`src/rtl/attn_pkg.sv`:
```
// attn_pkg: shared sizes, stream tag encodings and loader state encoding.
package attn_pkg;
    localparam int DATA_W = 16;
    localparam int WORDS  = 32;
    localparam int CNT_W  = 5;
    localparam logic [1:0] SEL_KEY   = 2'd0;
    localparam logic [1:0] SEL_QUERY = 2'd1;
    localparam logic [1:0] SEL_VALUE = 2'd2;
    typedef enum logic [2:0] {IDLE, LOAD_K, LOAD_Q, LOAD_V, ARM, RUN} state_e;
endpackage

```
`src/rtl/attn_word_reg.sv`:
```
// attn_word_reg: WORDS x DATA_W operand bank, one element written per enabled cycle.
module attn_word_reg
    import attn_pkg::*;
(
    input  logic                    clk,
    input  logic                    rst_n,
    input  logic                    we,
    input  logic [CNT_W-1:0]        idx,
    input  logic [DATA_W-1:0]       d,
    output logic [DATA_W*WORDS-1:0] bus
);
    logic [DATA_W*WORDS-1:0] bus_q, bus_d;
    always_comb begin
        bus_d = bus_q;
        if (we) bus_d[idx*DATA_W +: DATA_W] = d;
    end
    always_ff @(posedge clk or negedge rst_n) begin
        if (!rst_n) bus_q <= '0;
        else        bus_q <= bus_d;
    end
    assign bus = bus_q;
endmodule

```
`src/rtl/attn_operand_loader.sv`:
```
// attn_operand_loader: assembles key/query/value from a tagged word stream and sequences pe_8x8_top.
// Optional LOADER_KV_REUSE_EN: after a completed run a query-only load reuses the held key/value.
module attn_operand_loader
    import attn_pkg::*;
(
    input  logic                    clk,
    input  logic                    rst_n,
    input  logic                    s_valid,
    output logic                    s_ready,
    input  logic [DATA_W-1:0]       s_data,
    input  logic [1:0]              s_sel,
    output logic [DATA_W*WORDS-1:0] key,
    output logic [DATA_W*WORDS-1:0] query,
    output logic [DATA_W*WORDS-1:0] value,
    output logic                    core_en,
    output logic                    core_rst_n,
    input  logic                    core_done,
    output logic                    run_done,
    output logic                    err,
    input  logic                    err_clr
);
`ifdef LOADER_KV_REUSE_EN
    localparam bit KV_REUSE = 1'b1;
`else
    localparam bit KV_REUSE = 1'b0;
`endif
    state_e           state_q, state_d;
    logic [CNT_W-1:0] idx_q, idx_d;
    logic             s_ready_q, s_ready_d, core_en_q, core_en_d, core_rst_n_q, core_rst_n_d;
    logic             run_done_q, run_done_d, err_q, err_d;
    logic             kv_valid_q, kv_valid_d, reuse_q, reuse_d;
    logic             we_k, we_q, we_v, bad, accept, last, reuse_start;
    assign accept      = s_valid && s_ready_q;
    assign last        = idx_q == CNT_W'(WORDS - 1);
    assign reuse_start = KV_REUSE && state_q == IDLE && kv_valid_q && s_sel == SEL_QUERY;
    always_comb begin
        state_d    = state_q;
        idx_d      = idx_q;
        reuse_d    = reuse_q;
        kv_valid_d = kv_valid_q;
        run_done_d = 1'b0;
        we_k       = 1'b0;
        we_q       = 1'b0;
        we_v       = 1'b0;
        bad        = 1'b0;
        case (state_q)
            IDLE, LOAD_K: if (accept) begin
                if (s_sel == SEL_KEY) begin
                    we_k    = 1'b1;
                    idx_d   = idx_q + 1'b1;
                    state_d = last ? LOAD_Q : LOAD_K;
                    reuse_d = 1'b0;
                end else if (reuse_start) begin
                    we_q    = 1'b1;
                    idx_d   = idx_q + 1'b1;
                    state_d = LOAD_Q;
                    reuse_d = 1'b1;
                end else bad = 1'b1;
            end
            LOAD_Q: if (accept) begin
                if (s_sel == SEL_QUERY) begin
                    we_q    = 1'b1;
                    idx_d   = idx_q + 1'b1;
                    state_d = last ? (reuse_q ? ARM : LOAD_V) : LOAD_Q;
                end else bad = 1'b1;
            end
            LOAD_V: if (accept) begin
                if (s_sel == SEL_VALUE) begin
                    we_v    = 1'b1;
                    idx_d   = idx_q + 1'b1;
                    state_d = last ? ARM : LOAD_V;
                end else bad = 1'b1;
            end
            ARM: state_d = RUN;
            RUN: if (core_done) begin
                state_d    = IDLE;
                run_done_d = 1'b1;
                kv_valid_d = 1'b1;
            end
            default: state_d = IDLE;
        endcase
        // Outputs are registered from the next state so reset can force them all low.
        s_ready_d    = state_d inside {IDLE, LOAD_K, LOAD_Q, LOAD_V};
        core_en_d    = state_d inside {ARM, RUN};
        core_rst_n_d = state_d == RUN;
        err_d        = bad | (err_q & ~err_clr);
    end
    always_ff @(posedge clk or negedge rst_n) begin
        if (!rst_n) begin
            state_q      <= IDLE;
            idx_q        <= '0;
            s_ready_q    <= 1'b0;
            core_en_q    <= 1'b0;
            core_rst_n_q <= 1'b0;
            run_done_q   <= 1'b0;
            err_q        <= 1'b0;
            kv_valid_q   <= 1'b0;
            reuse_q      <= 1'b0;
        end else begin
            state_q      <= state_d;
            idx_q        <= idx_d;
            s_ready_q    <= s_ready_d;
            core_en_q    <= core_en_d;
            core_rst_n_q <= core_rst_n_d;
            run_done_q   <= run_done_d;
            err_q        <= err_d;
            kv_valid_q   <= kv_valid_d;
            reuse_q      <= reuse_d;
        end
    end
    attn_word_reg u_key   (.clk(clk), .rst_n(rst_n), .we(we_k), .idx(idx_q), .d(s_data), .bus(key));
    attn_word_reg u_query (.clk(clk), .rst_n(rst_n), .we(we_q), .idx(idx_q), .d(s_data), .bus(query));
    attn_word_reg u_value (.clk(clk), .rst_n(rst_n), .we(we_v), .idx(idx_q), .d(s_data), .bus(value));
    assign s_ready    = s_ready_q;
    assign core_en    = core_en_q;
    assign core_rst_n = core_rst_n_q;
    assign run_done   = run_done_q;
    assign err        = err_q;
endmodule
```
`config.mk`:
```
export PLATFORM = sky130hd
export DESIGN_NAME = attn_operand_loader
export DESIGN_NICKNAME = d
export VERILOG_FILES = /design/src/rtl/attn_pkg.sv /design/src/rtl/attn_word_reg.sv /design/src/rtl/attn_operand_loader.sv
export SDC_FILE = /design/constraint.sdc
export NUM_CORES = 2
export LEC_CHECK = 0
export CAP_MARGIN = 20
export CORE_AREA = 2 2 606 608
export CTS_BUF_LIST = sky130_fd_sc_hd__clkbuf_16
export DETAILED_ROUTE_END_ITERATION = 7
export DIE_AREA = 0 0 608 610
export PLACE_DENSITY_LB_ADDON = 0.15
export SLEW_MARGIN = 5
export SYNTH_ARGS = -nofsm -noshare
export SYNTH_HDL_FRONTEND = slang
export SYNTH_SLANG_ARGS = --single-unit
export TNS_END_PERCENT = 50
```
`constraint.sdc`:
```
create_clock -name clk -period 4.2 [get_ports clk]
set_clock_uncertainty 0.15 [all_clocks]
set_input_delay 0.42 -clock clk [delete_from_list [all_inputs] [get_ports clk]]
set_output_delay 0.42 -clock clk [all_outputs]
set_load 0.01 [all_outputs]
```
# After elaboration in Yosys (flattened, before gate mapping)
# Cells that the tools add are included.
# op_classes
addsub,2
mul,0
n_div,0
n_lt_le_gt_ge,0
eq_ne,19
shifts,2
muxes,39
bitwise,3
reduce_logical,9
# ops
operator,n
$bwmux W512,3
$shift A16 B34 Y512 const A,1
$shiftx A16 B34 Y512,1
$neg A9 Y34,1
$mux W5,6
$mux W3,8
$mux W1,18
$pmux W3 S5,1
$pmux W5 S3,1
$eq A3 B2 Y1 const B,4
$eq A3 B3 Y1 const B,4
$ne A2 B2 Y1 const B,6
$reduce_and A7 Y1,1
$eq A3 B1 Y1 const B,2
$logic_not A3 Y1,2
$add A5 B1 Y5 const B,1
$eq A5 B5 Y1 const B,1
$reduce_bool A4 Y1,1
$pmux W1 S3,1
$reduce_bool A3 Y1,1
$eq A2 B1 Y1 const B,1
$eq A2 B2 Y1 const B,1
$logic_not A2 Y1,1
$mux W2,1
other kinds (6),6
# word_totals
reg_bits,1549
latch_bits,0
ramBits,0
rom_bits,0
input_bits,23
out_inout_bits,1541
wordCells,84
n_memories,0

# Depth between registers and ports, before layout
# logic_depth
word_depth,7
ltp_mapped,14
depth_no_buf,9

# Hierarchy
# Synthesis repeated with hierarchy kept, for this count alone.
# unflattened
hier_cells,5008
area_unflattened_um2,65303.9
# by_module_without_submodules
mod,instances,cells_per_inst,area_per_inst_um2,seq_area_each_um2
attn_word_reg (u_key ...),2,1612,21451.8,12812.3
attn_word_reg (u_value),1,1720,21710.8,12812.3
attn_operand_loader,1,64,689.4,325.3

# Least setup slack after synthesis
# OpenSTA, ideal clock, no wires.
# synth_timing
path_kind,register to register
start,register idx_q[0]
end,"register u_key.bus_q[454], in the netlist u_key.bus[454]"
setup_time_ns,0.125
arrival_time_ns,3.325
required_ns,3.925
path_slack_ns,0.600
stages_incl_launch_ff,14
n_path_buf,6
cell_sequence,dfrtp_1 buf_4 inv_1 ha_1 buf_2 nand2b_1 nor2_1 ha_1 clkbuf_1 buf_2 buf_2 nor4_2 buf_4 mux2_2
# synth_between
elab_chain_len,3
elab_cells_between_ends,4
# synth_lines
element,line,source
"start, declared",attn_operand_loader.sv:28,"logic [CNT_W-1:0] idx_q, idx_d;"
"start signal, assigned",attn_operand_loader.sv:101,idx_q <= idx_d;
$neg A9 Y34 *,attn_word_reg.sv:15,if (we) bus_d[idx*DATA_W +: DATA_W] = d;
$shiftx A16 B34 Y512 / $shift A16 B34 Y512 (equally long branches),attn_word_reg.sv:15,
$bwmux W512 *,attn_word_reg.sv:15,
"end signal, assigned",attn_word_reg.sv:19,else bus_q <= bus_d;
"end, declared",attn_word_reg.sv:12,"logic [DATA_W*WORDS-1:0] bus_q, bus_d;"
# Mark *: on every way between the ends. The rest lies on a longest branch, timed or not.
# A chain may end at the register's enable or synchronous reset.

# Worst setup path in the final report
# layout_timing
start,register idx_q[1]
end,"register u_query.bus_q[81], in the netlist u_query.bus[81]"
# layout_between
elab_chain_len,3
elab_cells_between_ends,4
# layout_lines
element,line
$neg A9 Y34 *,attn_word_reg.sv:15
$shiftx A16 B34 Y512 / $shift A16 B34 Y512 (equally long branches),attn_word_reg.sv:15
$bwmux W512 *,attn_word_reg.sv:15
"end signal, assigned",attn_word_reg.sv:19
"end, declared",attn_word_reg.sv:12
# Marks and branches as above.

==> results.py <==
metrics = {
    "worst_setup_path": {
        "cp_top_family": "simple AND/OR/NAND/NOR gates",
        "crit_top_cell": "buf_4",
        "crit_chain": "inv_1 -> ha_1 -> and2_4 -> nand2_1 -> buf_4 -> nor3_1 -> buf_4 -> mux2_2",
        "crit_buf_inv": 3,
        "r2r-start": "idx_q[1]",
        "critical_path_class": "reg2reg",
        "worst-r2r-cell-count": 8,
        "critPathRequiredTime_ns": 4.84,
        "setup.worst_path.start_class": "register",
        "max_stage_delay_ns": 0.86,
        "arrival_ns": 4.70,
        "rr_endpoint": "u_query.bus[81]",
        "ff2ff_setup_slack_ns": 0.14,
        "critPathSlowestCell": "nor3_1",
        "path_max_fanout": 30,
        "end_kind": "register",
    },
    "clock_tree": {
        "cts_tree": "done",
        "postCtsSetupRepairBufs": 0,
        "clockBufferDepth": 4,
        "cts.clk_slew.worst_paths_ns": 0.06,
        "clock_latency_ns": 0.86,
        "ctsResizeCount": 0,
        "cts.sinks": 1549,
        "root_buffer": "clkbuf_16",
        "htreeDepth": 4,
        "cts_buffers": 197,
    },
    "timing": {
        "relSlewSlack_pct": 23.4,
        "holdWs_ns": 0.0622,
        "tightest_slew_ns": 1.14,
        "setup_ws_ns": 0.144,
        "fmax_mhz": 247,
        "rsz0062_at_grt": "false",
        "slew_violations": 0,
        "layout_min_cycle_time_ns": 4.06,
        "setup_violations": 0,
        "min_period_over_period_pct": 96.6,
        "setup_tns_ns": 0,
        "hold_viol_final": 0,
    },
    "drt": {
        "via_count": 41900,
        "drc": 0,
        "vias_per_cell": 3.90,
        "wirelength_um": 346000,
        "antenna_left": 1,
        "post_drt_wl_per_cell_um": 32.2,
        "drt_pass1_iterations": 5,
        "drt_iter0_markers": 2032,
    },
    "synth": {
        "yosysUniqueCellTypes": 59,
        "yosys.area.top_type": "dfrtp_1",
        "netlist_area_um2": 60700,
        "syn-mean-instance-area_um2": 15.7,
        "yosysWarnings": 0,
        "synth_flop_cell": "dfrtp_1",
        "yosysTopAreaCellShare_pct": 63.9,
        "syn_inst": 3872,
        "synth.area.top_cells": "dfrtp_1, mux2_2, and3_1",
        "synth-edff-count": 0,
        "yosysSeqAreaShare_pct": 63.9,
        "synth.net_count": 3899,
        "synth_seq_cells": 1549,
        "ys_async_sr_fraction_pct": 100,
    },
    "die": {
        "rows": 222,
        "io_pins": 1564,
        "die_area_um2": 371000,
        "die_h_um": 610,
        "die_w_um": 608,
        "start_util_pct": 16.7,
        "core_area_um2": 364000,
    },
    "pwr": {
        "p_total_mw": 41.9,
        "irDropWorstVdd_v": 0.000555,
        "p_per_area_nw_per_um2": 464,
        "p_leak_nw": 41.9,
    },
    "run": {
        "cap_violations": 0,
    },
    "status": {
        "outcome": "finished, violations left",
        "failed_checks": "antenna violations",
    },
    "global_routing": {
        "antenna_found_initial": 39,
        "grt_pass1_vias": 43600,
        "grt_usage_pct": 18.1,
        "grt_overflow_total": 0,
        "grt_max_degree": 113,
        "grt_pass1_wl_um": 451000,
    },
    "place": {
        "post-place-ws_ns": 0.176,
        "hpwl_um": 263000,
        "gp_congestion": 0.766,
        "numPortBuffers": 1563,
    },
    "final_layout": {
        "layout_commonest_cell": "dfrtp_1",
        "nNetsFinal": 5744,
        "fillers": 38100,
        "layout_common_cells": "dfrtp_1, clkdlybuf4s50_1, mux2_2",
        "area_delta_synth_final_pct": 48.7,
        "drive_above_1_share_pct": 36.4,
    },
    "hold_path": {
        "hp-class": "in2async",
    },
}
cells by family (layout without fill, tap and decap cells):
logic type / count (synthesis) / after routing / share of synthesized area, %
AO/OA/AOI/OAI: 121 / 121 / 1.10
XOR/XNOR: 5 / 5 / 0.134
adder cells (fa/ha/maj): 4 / 4 / 0.0825
buffers and inverters: 218 / 2211 / 1.74
flip-flops: 1549 / 1549 / 63.9
multiplexers: 1490 / 1490 / 27.7
other: 0 / 44 / 0
AND/OR/NAND/NOR: 485 / 485 / 5.41
layer usage:
layer  track usage, %  wire, um  vias up
li1                 -         -    17700
met1             20.7    132000    22400
met2             32.9    180000     1391
met3             5.12     24600      320
met4             4.58      9110       12
met5                0        69        -
cell type report:
type	count	area [um2]	area share [%]
inverters	8	30.0	0.0333
clock inverters	149	1160	1.29
well taps	4816	6030	6.68
flip-flops and latches	1549	38800	43.0
clock buffers	198	4950	5.49
repair buffers	1856	18100	20.1
multi-input cells	2105	21000	23.3
diodes	44	110	0.122
sequential cells by signal, summed over array words and instances (netlist names):
register	cells
run_done	1
u_value.bus	512
u_query.bus	512
core_en	1
err	1
idx_q	5
state_q	3
s_ready	1
core_rst_n	1
u_key.bus	512
cell usage after synthesis (3+ instances only):
cell      number
nand3_2        4
dfrtp_1     1549
or3_1          3
a21oi_1        4
a211oi_1       4
nand2_1       34
nand3_1       50
nor3_1        33
nor2_1        70
and4_1        21
nor4_2         4
buf_2         91
inv_1          6
buf_4         33
o21ai_0       98
clkbuf_1      84
nand2b_1       5
mux2_2      1489
ha_1           4
nor2b_1        3
or2_2          4
nor4_4        28
nand4_2        7
and3_1       102
nand4_1       33
and2_1        68
timing repair:
action / CTS / global route
hold buffers: 7 / 0
setup endpoints to repair: 0 / 0
endpoints found under the hold margin: 206 / 0
per-stage QoR:
step / cell area (um2) / std cells / utilization [%]
final: 90200 / 10700 / 24.8
after detailed placement: 83900 / 10300 / 23.0
after CTS: 90100 / 10700 / 24.7
after global placement: 83900 / 10300 / 23.0
after global routing: 90200 / 10700 / 24.7
after floorplan: 60700 / 3872 / -
report_power, final:
part           internal [mW]  switching [mW]
sequential              15.3           0.254
clock                   9.40            7.22
combinational           2.41            7.29
worst max-delay path by stage:
stage	startpoint	cells after the start	slack [ns]	to
global placement	idx_q[1]	8	0.20	u_query.bus[337]
CTS	idx_q[1]	8	0.14	u_query.bus[81]
floorplan	idx_q[0]	13	0.60	u_key.bus[454]
detailed placement	idx_q[1]	8	0.18	u_query.bus[81]
global route	idx_q[1]	8	0.07	u_key.bus[337]
finish	idx_q[1]	8	0.14	u_query.bus[81]
(Power assumes the default switching activity.)
